<file path="config.mk">
export PLATFORM = sky130hd
export DESIGN_NAME = csa_sub_64
export DESIGN_NICKNAME = d
export VERILOG_FILES = /design/src/rtl/csa_sub_64.sv
export SDC_FILE = /design/constraint.sdc
export NUM_CORES = 1
export LEC_CHECK = 0
export ABC_AREA = 1
export CAP_MARGIN = 10
export CORE_MARGIN = 2
export CORE_UTILIZATION = 49
export CTS_CLUSTER_DIAMETER = 80
export DETAILED_ROUTE_END_ITERATION = 16
export HOLD_SLACK_MARGIN = 0.02
export PLACE_DENSITY = 0.77
export SYNTH_ARGS = -nofsm -noshare
export SYNTH_HDL_FRONTEND = slang
export SYNTH_SLANG_ARGS = --single-unit
</file>
<file path="constraint.sdc">
create_clock -name clk -period 5.9 [get_ports clk]
set_input_delay 1.18 -clock clk [delete_from_list [all_inputs] [get_ports clk]]
set_output_delay 1.18 -clock clk [all_outputs]
set_load 0.02 [all_outputs]
</file>
<file path="src/rtl/csa_sub_64.sv">
// Two-stage pipelined 64-bit carry-select subtractor (a - b - bin) with
// valid/ready handshake and borrow/zero/negative/overflow flags.
module csa_sub_64 (
  input  logic        clk,
  input  logic        rst,
  input  logic        in_valid,
  output logic        in_ready,
  input  logic [63:0] a,
  input  logic [63:0] b,
  input  logic        bin,
  output logic        out_valid,
  input  logic        out_ready,
  output logic [63:0] diff,
  output logic        bout,
  output logic        zero,
  output logic        neg,
  output logic        ovf
);

  localparam int unsigned W  = 64;
  localparam int unsigned HW = 32;

  logic          v1_q, v1_d, v2_q, v2_d;
  logic [HW-1:0] d_lo_q, d_lo_d, h0_q, h0_d, h1_q, h1_d;
  logic          br_lo_q, br_lo_d, bo0_q, bo0_d, bo1_q, bo1_d;
  logic          a_msb_q, a_msb_d, b_msb_q, b_msb_d;
  logic [W-1:0]  diff_q, diff_d;
  logic          bout_q, bout_d, zero_q, zero_d, neg_q, neg_d, ovf_q, ovf_d;

  logic          adv1, adv2;
  logic [HW:0]   sum_lo, sum_h0, sum_h1;
  logic [HW-1:0] sel_hi;
  logic          sel_bo;

  assign adv2     = v1_q && (!v2_q || out_ready);
  assign in_ready = !v1_q || adv2;
  assign adv1     = in_valid && in_ready;

  // Subtraction as a + ~b + ~borrow_in; an inverted carry-out is the borrow.
  always_comb begin
    sum_lo = {1'b0, a[HW-1:0]} + {1'b0, ~b[HW-1:0]} + (HW+1)'(!bin);
    sum_h0 = {1'b0, a[W-1:HW]} + {1'b0, ~b[W-1:HW]} + (HW+1)'(1'b1);
    sum_h1 = {1'b0, a[W-1:HW]} + {1'b0, ~b[W-1:HW]};
  end

  always_comb begin
    v1_d    = v1_q;
    v2_d    = v2_q;
    d_lo_d  = d_lo_q;
    br_lo_d = br_lo_q;
    h0_d    = h0_q;
    bo0_d   = bo0_q;
    h1_d    = h1_q;
    bo1_d   = bo1_q;
    a_msb_d = a_msb_q;
    b_msb_d = b_msb_q;
    diff_d  = diff_q;
    bout_d  = bout_q;
    zero_d  = zero_q;
    neg_d   = neg_q;
    ovf_d   = ovf_q;
    sel_hi  = br_lo_q ? h1_q : h0_q;
    sel_bo  = br_lo_q ? bo1_q : bo0_q;

    if (adv1) begin
      v1_d    = 1'b1;
      d_lo_d  = sum_lo[HW-1:0];
      br_lo_d = !sum_lo[HW];
      h0_d    = sum_h0[HW-1:0];
      bo0_d   = !sum_h0[HW];
      h1_d    = sum_h1[HW-1:0];
      bo1_d   = !sum_h1[HW];
      a_msb_d = a[W-1];
      b_msb_d = b[W-1];
    end else if (adv2) begin
      v1_d = 1'b0;
    end

    if (adv2) begin
      v2_d   = 1'b1;
      diff_d = {sel_hi, d_lo_q};
      bout_d = sel_bo;
      zero_d = ({sel_hi, d_lo_q} == '0);
      neg_d  = sel_hi[HW-1];
      ovf_d  = (a_msb_q != b_msb_q) && (sel_hi[HW-1] != a_msb_q);
    end else if (out_ready) begin
      v2_d = 1'b0;
    end
  end

  always_ff @(posedge clk or posedge rst) begin
    if (rst) begin
      v1_q    <= 1'b0;
      v2_q    <= 1'b0;
      d_lo_q  <= '0;
      br_lo_q <= 1'b0;
      h0_q    <= '0;
      bo0_q   <= 1'b0;
      h1_q    <= '0;
      bo1_q   <= 1'b0;
      a_msb_q <= 1'b0;
      b_msb_q <= 1'b0;
      diff_q  <= '0;
      bout_q  <= 1'b0;
      zero_q  <= 1'b0;
      neg_q   <= 1'b0;
      ovf_q   <= 1'b0;
    end else begin
      v1_q    <= v1_d;
      v2_q    <= v2_d;
      d_lo_q  <= d_lo_d;
      br_lo_q <= br_lo_d;
      h0_q    <= h0_d;
      bo0_q   <= bo0_d;
      h1_q    <= h1_d;
      bo1_q   <= bo1_d;
      a_msb_q <= a_msb_d;
      b_msb_q <= b_msb_d;
      diff_q  <= diff_d;
      bout_q  <= bout_d;
      zero_q  <= zero_d;
      neg_q   <= neg_d;
      ovf_q   <= ovf_d;
    end
  end

  assign out_valid = v2_q;
  assign diff      = diff_q;
  assign bout      = bout_q;
  assign zero      = zero_q;
  assign neg       = neg_q;
  assign ovf       = ovf_q;

endmodule

</file>
# Word-level counts from Yosys, hierarchy flattened
# Index checks and enable logic that the tools add are counted.
[totals]
word_cells = 43
reg_bits = 171
[op_classes]
n_eq_ne = 2
reduce_logical = 14
addsub = 4
n_bitwise = 2
muxes = 6
[ops]
columns = ["op", "n"]
rows = [
  ["adder 32 x 32 -> 33 bit", 2],
  ["logical NOT 64 bit", 1],
  ["inverter 32 bit", 2],
  ["adder 33 x 1 -> 33 bit", 1],
  ["adder 33 x 1 -> 33 bit, second input constant", 1],
  ["2-to-1 mux 32 bit", 1],
  ["logical NOT 1 bit", 6],
  ["2-to-1 mux 1 bit", 5],
  ["nonzero test 2 bit", 2],
  ["logical AND 1 bit", 3],
  ["logical OR 1 bit", 2],
  ["!= test 1 bit", 2],
]

# Longest topological paths before layout
# Gate-level depths: netlist of run 1.
[depth]
word_depth = 6
depth_mapped = 22
ltp_nobuf = 22

# Least setup slack after synthesis of run 1
# OpenSTA, ideal clock, no wires.
[synth_path]
path_type = "input to register"
from = "input port a[0]"
to = "register d_lo_q[24]"
t_arrival_ps = 3302
slack_ps = 2472
stages = 15
path_buffers = 0
t_required_ps = 5774
cell_sequence = "inv_1 > fa_1 > fa_1 > inv_1 > nand2_1 > o21ai_1 > a21oi_1 > o21ai_1 > a21boi_0 > o21ai_1 > nand2_1 > nand2_1 > nand2_1 > nand3_1 > o21ai_1"
[synth_via]
elab_chain_cells = 2
[synth_rtl]
columns = ["item", "line", "rtl"]
rows = [
  ["from (decl)", "8", "input logic [63:0] a,"],
  ["adder 32 x 32 -> 33 bit", "41", "sum_lo = {1'b0, a[HW-1:0]} + {1'b0, ~b[HW-1:0]} + (HW+1)'(!bin);"],
  ["adder 33 x 1 -> 33 bit", "41", ""],
  ["to (signal assigned)", "111", "d_lo_q <= d_lo_d;"],
  ["to (decl)", "24", "logic [HW-1:0] d_lo_q, d_lo_d, h0_q, h0_d, h1_q, h1_d;"],
]
# Every way passes these cells.
# A chain may end at the register's enable or synchronous reset.

# Final worst setup path of run 1
# Same ends and word-level chain as after synthesis.

==> results of run 1 <==
==> report_power, final <==
| part | switching, uW | internal, uW | leakage, uW |
|---|---|---|---|
| clock | 499 | 598 | 0.000282 |
| combinational | 1100 | 750 | 0.00546 |
| sequential | 187 | 1490 | 0.00206 |
==> cell type report <==
cell class | count | area, um2 | area share [%]
flip-flops and latches | 170 | 4250 | 28.3
well taps | 324 | 405 | 2.70
inverters | 321 | 1210 | 8.05
multi-input cells | 1239 | 6500 | 43.3
repair buffers | 207 | 2070 | 13.8
clock inverters | 15 | 159 | 1.06
clock buffers | 17 | 425 | 2.83
==> path summary, 6_finish.rpt <==
path | endpoint | slack, ns | depth (start not counted)
hold / removal | diff[12]$_DFFE_PP0P_ | 0.48 | 2
min in group asynchronous | diff[36]$_DFFE_PP0P_ | 1.26 | 2
setup reg to reg | zero$_DFFE_PP0P_ | 3.38 | 6
max in group asynchronous | h0_q[18]$_DFFE_PP0P_ | 3.54 | 3
hold reg to reg | diff[12]$_DFFE_PP0P_ | 0.48 | 2
setup / recovery | d_lo_q[24]$_DFFE_PP0P_ | 2.08 | 16
==> cell usage after synthesis, types with 2 or more instances <==
library cell  count  area [um2]
nand2_1         541        2030
inv_1           303        1140
dfrtp_1         170        4250
o21ai_0         139         696
nor2_1          114         428
nand3_1          91         455
a21oi_1          64         320
ha_1             64         801
clkbuf_1         40         150
nand2_2          27         169
nand4_1          20         125
inv_2            18        67.6
o211ai_1         16         120
nand3b_1         15         113
nor3_1           13        65.1
mux2i_1          12         120
o21ai_1          12        60.1
nor2_2            9        56.3
nor4_1            9        56.3
o21a_1            9        67.6
o21bai_1          8        60.1
or2_2             7        43.8
xnor2_1           7        61.3
xor2_1            7        61.3
nand3_2           6        60.1
a31oi_1           5        31.3
a21o_1            4        30.0
and3_1            4        25.0
nand3_4           4        70.1
nor2_4            4        45.0
nor2_8            4        80.1
o22ai_1           4        25.0
fa_1              3        60.1
nand2_4           3        33.8
buf_1             2        7.51
nor3_2            2        20.0
o311ai_0          2        17.5
==> state kept, by name, summed over array words and instances, names as in the netlist <==
signal / flops
bout: 1
d_lo_q: 32
out_valid: 1
h0_q: 32
h1_q: 32
a_msb_q: 1
v1_q: 1
bo0_q: 1
b_msb_q: 1
ovf: 1
br_lo_q: 1
diff: 64
zero: 1
bo1_q: 1
==> cell usage in the layout, fill, tap and decap left out, types with 6 or more instances in the layout <==
cell             count
o211ai_1            16
o21a_1               9
nand2_1            539
nand3b_1            15
clkbuf_16           17
nor4_1               9
nand3_1             91
nor2_1             114
o21ai_0            139
xnor2_1              7
nand2_2             28
inv_1              301
ha_1                64
mux2i_1             12
a21oi_1             64
o21ai_1             12
nand4_1             20
nand3_2              6
nor3_1              13
xor2_1               7
clkdlybuf4s50_1    202
dfrtp_1            170
inv_6                6
o21bai_1             8
nor2_2               9
inv_2               19
or2_2                7
==> critical path: cells and delay by family <==
kind / cells / cell delay, ns
AND/OR/NAND/NOR: 5 / 0.34
buffers and inverters: 3 / 0.57
adder cells (fa/ha/maj): 2 / 0.83
AO/OA/AOI/OAI: 6 / 1.19
==> routing by layer <==
layer,track usage [%],vias up
met1,38.1,5283
li1,-,5972
met3,3.65,40
met5,0,-
met2,36.8,351
met4,6.21,0
==> stage by stage <==
step           utilization [%]  setup WS [ns]  cells
3_3_place_gp              59.4           1.67   2261
6_report                  61.8           2.08   2293
5_1_grt                   61.8           1.86   2293
4_1_cts                   61.8           2.10   2293
2_1_floorplan                -          0.117   1773
3_5_place_dp              59.4           1.65   2261
==> cell families after synthesis <==
kind of cell | after synthesis
muxes | 12
buffers and inverters | 364
adders and majority gates | 67
xor gates and xnor gates | 14
AOI/OAI and AO/OA | 271
DFF | 170
and+or+nand+nor | 875
==> impl_results.md, run 1 <==
- Status: completed
- Synth Area in Compound Gates: 12.3%
- Vias/cell: 5.08
- Async set-reset flop share out of synthesis: 100%
- Critical-path top delay cell: fa_1
- Simple-gate share of the synthesized area: 32.1%
- Syn nets: 1973
- Max-slew violation count: 0
- Largest family of logic cells by synthesized area: simple AND/OR/NAND/NOR gates
- Clk_skew: 0.00911 ns
- Distinct cell type count after synthesis: 48
- Cts repair resizes: 0
- CP Launch Type: primary input
- Post-DP HPWL: 25500 um
- Worst Setup SP: a[0]
- Die area: 26000 um2
- Clock Tree Buf Depth: 2
- Crit path max fanout: 3
- Type of the tightest min-delay check: flop to flop
- Global placement routability congestion: 0.926
- Wire length on met1: 16300 um
- # clock sinks: 170
- Core Area: 24300 um2
- First-pass DRT Iterations: 7
- Leak: 0.00780 uW
- Overall power: 4620 uW
- Global-route wire length before repair: 52500 um
- Worst flop-to-flop path startpoint: out_valid$_DFFE_PP0P_
- Setup Buffers After CTS: 0
- Routed length per placed instance: 13.8 um
- Reg clk slew, reported paths: 0.07 ns
- Pin count of the biggest net entering global routing: 121
- Cts bufs inserted: 17
- Via count: 11600
- Nature of the critical path endpoint: flop
- Worst Path Required: 6.20 ns
- DR top layer: met4
- Fmax: 262 MHz
- Post-synthesis adder-cell area fraction: 7.10%
- Slew HR: 31.8%
- Xor/xnor share of the synthesized area: 1.01%
- Post-Route WL: 31800 um
- DRC errors left: 0
- Area Growth Syn to Fin: 24.0%
- Final Hold Viols: 0
- Vias in the first global route: 10800
- Initial Util: 49.8%
- Fin nets: 2156
- DR iter-0 viols: 865
- Count of final setup violators: 0
- CP peak stage delay: 0.46 ns
- Row cnt: 57
- Root buffer cell: clkbuf_16
- CTS tree: built
- Synth Cell Area: 12100 um2
- Placed inst area: 14400 um2
- Met3 wire len: 1740 um
- Remaining global-route overflow: 0
- Fillers: 2223
- Post-Syn Instances: 1773
- Synthesis-stage register bit count: 170
- Ys Warns: 0
- RSZ-0062 raised after global routing: no
- Power per cell area: 308 nW/um2
- Routed length on met2: 13200 um
- Crit-path cells: clkdlybuf4s50_1 -> inv_1 -> fa_1 -> fa_1 -> inv_1 -> nand2_1 -> o21ai_1 -> a21oi_1 -> o21ai_1 -> a21boi_0 -> o21ai_1 -> nand2_1 -> nand2_1 -> nand2_1 -> nand3_1 -> o21ai_1
- Post-synthesis mux area share: 0.991%
- N_diodes: 0
- Register area share after synthesis: 35.1%
- CP arrival: 4.12 ns
- Gr usage total: 24.8%
- CTS Hold Bufs: 0
- Slew @ Worst Pin: 1.02 ns
- Htree depth: 4
- Crit Path Class: primary input to flop
- Worst vdd ir: 238 uV
- Crit path time final: 3.82 ns
- Clk_lat worst skew: 0.43 ns
- # IOs: 203
- Hold WS: 0.476 ns
- Final TNS setup: 0 ns
- DRT antenna net count: 0
- DIE WIDTH: 161 um
- Port bufs: 202
- Initial antenna violation count: 0
- Crit share post-route: 64.7%
- EDFF count, synth: 0
- Fin area: 15000 um2
- Share of layout cells above drive strength 1: 6.40%
- Hold Crit Start: diff[12]$_DFFE_PP0P_
- Syn avg cell area: 6.83 um2
- Maxcap violations: 0
- Synth Flop Type: dfrtp_1
- Die extent in y: 161 um
Power figures use the tool's default switching activity.
==> inputs of run 2 (changes only) <==
==> constraint.sdc (replaced) <==
create_clock -name clk -period 3.12 [get_ports clk]
set_input_delay 0.624 -clock clk [delete_from_list [all_inputs] [get_ports clk]]
set_output_delay 0.624 -clock clk [all_outputs]
set_load 0.02 [all_outputs]
==> run 2 against run 1 <==
- critical path depth increased by 1
- cell count is 6.5% higher
- clock skew up 0.00078 ns
- highest routed layer unchanged
- sequential power increased by 90%
- routed wire length rose by 7.0%
- largest cell class unchanged
==> impl_results.md, run 2 (synthesis gave the netlist of run 1 again) <==
- Status: completed
- Placed inst area: 15600 um2 (+7.8%)
- DIE WIDTH: 161 um (unchanged)
- Slew @ Worst Pin: 0.978 ns (-0.0452 ns)
- Clock Tree Buf Depth: 2 (unchanged)
- Worst vdd ir: 437 uV (+84%)
- CP peak stage delay: 0.47 ns (about the same)
- Placed insts: 2403 (+6.3%)
- Worst Path Required: 3.44 ns (-2.76 ns)
- Global placement routability congestion: 0.915 (-1.1%)
- CTS tree: built
- Root buffer cell: clkbuf_16
- Final Hold Viols: 0 (unchanged)
- Crit-path cells: clkdlybuf4s50_1 -> inv_1 -> ha_1 -> nand2_1 -> nand2_1 -> a21oi_1 -> nand2_2 -> nand2_1 -> nand2_1 -> nor2_2 -> nand2_4 -> nor2_8 -> nand3_4 -> nor2_4 -> nand2_4 -> o21ai_2 -> nand3_1
- Clk_skew: 0.00989 ns (+0.000780 ns)
- Fin nets: 2304 (+6.9%)
- Top delay family on crit path: simple AND/OR/NAND/NOR gates
- Crit Path Class: primary input to flop
- R2r setup slk: 0.59 ns (-2.79 ns)
- # IOs: 203 (unchanged)
- Fin area: 16300 um2 (+8.4%)
- Max-slew violation count: 0 (unchanged)
- Final TNS setup: 0 ns (unchanged)
- Remaining global-route overflow: 0 (unchanged)
- Gr usage total: 26.2% (+1.4 points)
- Routed length per placed instance: 13.9 um (+0.48%)
- Maxcap violations: 0 (unchanged)
- Global-route wire length before repair: 55500 um (+5.7%)
- Die area: 26000 um2 (unchanged)
- Type of the tightest min-delay check: flop to flop
- Area Growth Syn to Fin: 34.4%
- Comb pwr share: 42.0% (+2.0 points)
- Worst flop-to-flop path startpoint: br_lo_q$_DFFE_PP0P_
- Share of layout cells above drive strength 1: 14.0% (+7.6 points)
- Power per cell area: 562 nW/um2 (+83%)
- N_diodes: 0 (unchanged)
- RSZ-0062 raised after global routing: yes
- Most common cell after layout, fill and taps aside: nand2_1
- Overall power: 9150 uW (+98%)
- Worst Setup SP: b[36]
- Sw Share: 39.0% (+0.40 points)
- Post-Route WL: 34000 um (+7.0%)
- Initial antenna violation count: 2 (+2)
- Area occupied by multi-input gates: 6580 um2 (+1.2%)
- Crit share post-route: 94.7%
- Int Pwr: 5580 uW (+97%)
- Sequential cell area: 4250 um2 (unchanged)
- Commonest cells after routing, fill and taps aside: nand2_1 (533), inv_1 (298), clkdlybuf4s50_1 (200)
- First-pass DRT Iterations: 6 (-1)
- Reg clk slew, reported paths: 0.08 ns (about the same)
- Critical-path top delay cell: clkdlybuf4s50_1
- Crit path max fanout: 4 (+1)
- CP Launch Type: primary input
- Row cnt: 57 (unchanged)
- Max reg flops: 64 (unchanged)
- Vias in the first global route: 11600 (+7.4%)
- Crit path time final: 2.95 ns
- Net Switching: 3570 uW (+100%)
- Pin count of the biggest net entering global routing: 87 (-28%)
- Clock power share: 23.0% (-0.7 points)
- Clk_lat worst skew: 0.44 ns (about the same)
- Count of final setup violators: 0 (unchanged)
- CP arrival: 3.27 ns (-0.85 ns)
- DRT antenna net count: 0 (unchanged)
- Fmax: 339 MHz
- Core Area: 24300 um2 (unchanged)
- # clock sinks: 170 (unchanged)
- Via count: 12500 (+7.3%)
- Port bufs: 202 (unchanged)
- DRC errors left: 0 (unchanged)
- Post-DP HPWL: 27300 um (+7.3%)
- Hold Crit Start: diff[5]$_DFFE_PP0P_
- Nature of the critical path endpoint: flop
- Slew HR: 34.8% (+3.0 points)
- Leak: 0.00859 uW (+10%)
- Initial Util: 49.8% (unchanged)
- DR iter-0 viols: 940 (+8.7%)
- Sequential power share: 35.0% (-1.3 points)
- Vias/cell: 5.12 (+0.78%)
- Hold WS: 0.483 ns (+0.00664 ns)
- Htree depth: 4 (unchanged)
- Die extent in y: 161 um (unchanged)
- Fillers: 2096 (-5.7%)
- CP dominant cell by count: nand2_1
- Fin cells: 2441 (+6.5%)
- Critical path buffers and inverters: 2 (-1)
- Cts bufs inserted: 17 (unchanged)
-- run 2: changes by cell type in the layout (fill, tap and decap cells not counted), sizes merged --
cell,delta
clkdlybuf4s50,-2
bufinv,-1
dlymetal6s2s,+2
buf,+148
clkinvlp,-1
clkinv,-2
inv,+4
-- run 2: layer usage --
| metal | wire (um) | part of all wire, % | GRT usage [%] | up-vias |
|---|---|---|---|---|
| met5 | 0 | 0 | 0 | - |
| met4 | 480 | 1.4 | 6.25 | 0 |
| met3 | 2430 | 7.2 | 3.60 | 35 |
| met2 | 15000 | 44 | 40.6 | 446 |
| met1 | 16000 | 47 | 39.0 | 5731 |
| li1 | - | - | - | 6282 |
-- run 2: tightest hold or removal path, delay by kind of cell (launching register included) --
family | cells | cell delay [ns]
simple gates | 2 | 0.10
flops | 1 | 0.35
-- run 2: cell type report --
| cell class | count | share of cell area (%) |
|---|---|---|
| multi-input cells | 1239 | 40.4 |
| flip-flops and latches | 170 | 26.1 |
| clock inverters | 15 | 1.01 |
| clock buffers | 17 | 2.61 |
| inverters | 321 | 7.42 |
| repair buffers | 355 | 20.0 |
| well taps | 324 | 2.49 |
-- run 2: what timing repair did --
action | 4_1_cts | 5_1_grt
hold buffers | 0 | 0
endpoints found under the setup margin | 0 | 19
resized for setup | 0 | 29
buffers inserted | 0 | 6
-- run 2: worst paths after layout --
check | to | cells past startpoint
worst min-delay path | diff[5]$_DFFE_PP0P_ | 2
worst min register to register | diff[5]$_DFFE_PP0P_ | 2
worst max-delay path | h0_q[27]$_DFFE_PP0P_ | 17
max in group asynchronous | h0_q[23]$_DFFE_PP0P_ | 3
min in group asynchronous | h0_q[17]$_DFFE_PP0P_ | 2
worst max register to register | zero$_DFFE_PP0P_ | 6
-- run 2: per-stage QoR --
| step | utilization, % | setup WS, ns |
|---|---|---|
| floorplan | - | 0.248 |
| finish | 67.0 | 0.167 |
| global route | 67.0 | -0.0180 |
| global placement | 64.0 | -0.401 |
| detailed placement | 64.0 | -0.386 |
| CTS | 66.5 | 0.0594 |
-- run 2: power groups by stage --
| stage | logic [uW] | registers (uW) | clock network, uW |
|---|---|---|---|
| 2_1_floorplan | 1710 | 3540 | 0 |
| 3_3_place_gp | 3690 | 3210 | 0 |
| 3_5_place_dp | 3770 | 3230 | 0 |
| 4_1_cts | 3810 | 3200 | 2120 |
| 5_1_grt | 4220 | 3270 | 2220 |
| 6_report | 3840 | 3200 | 2110 |
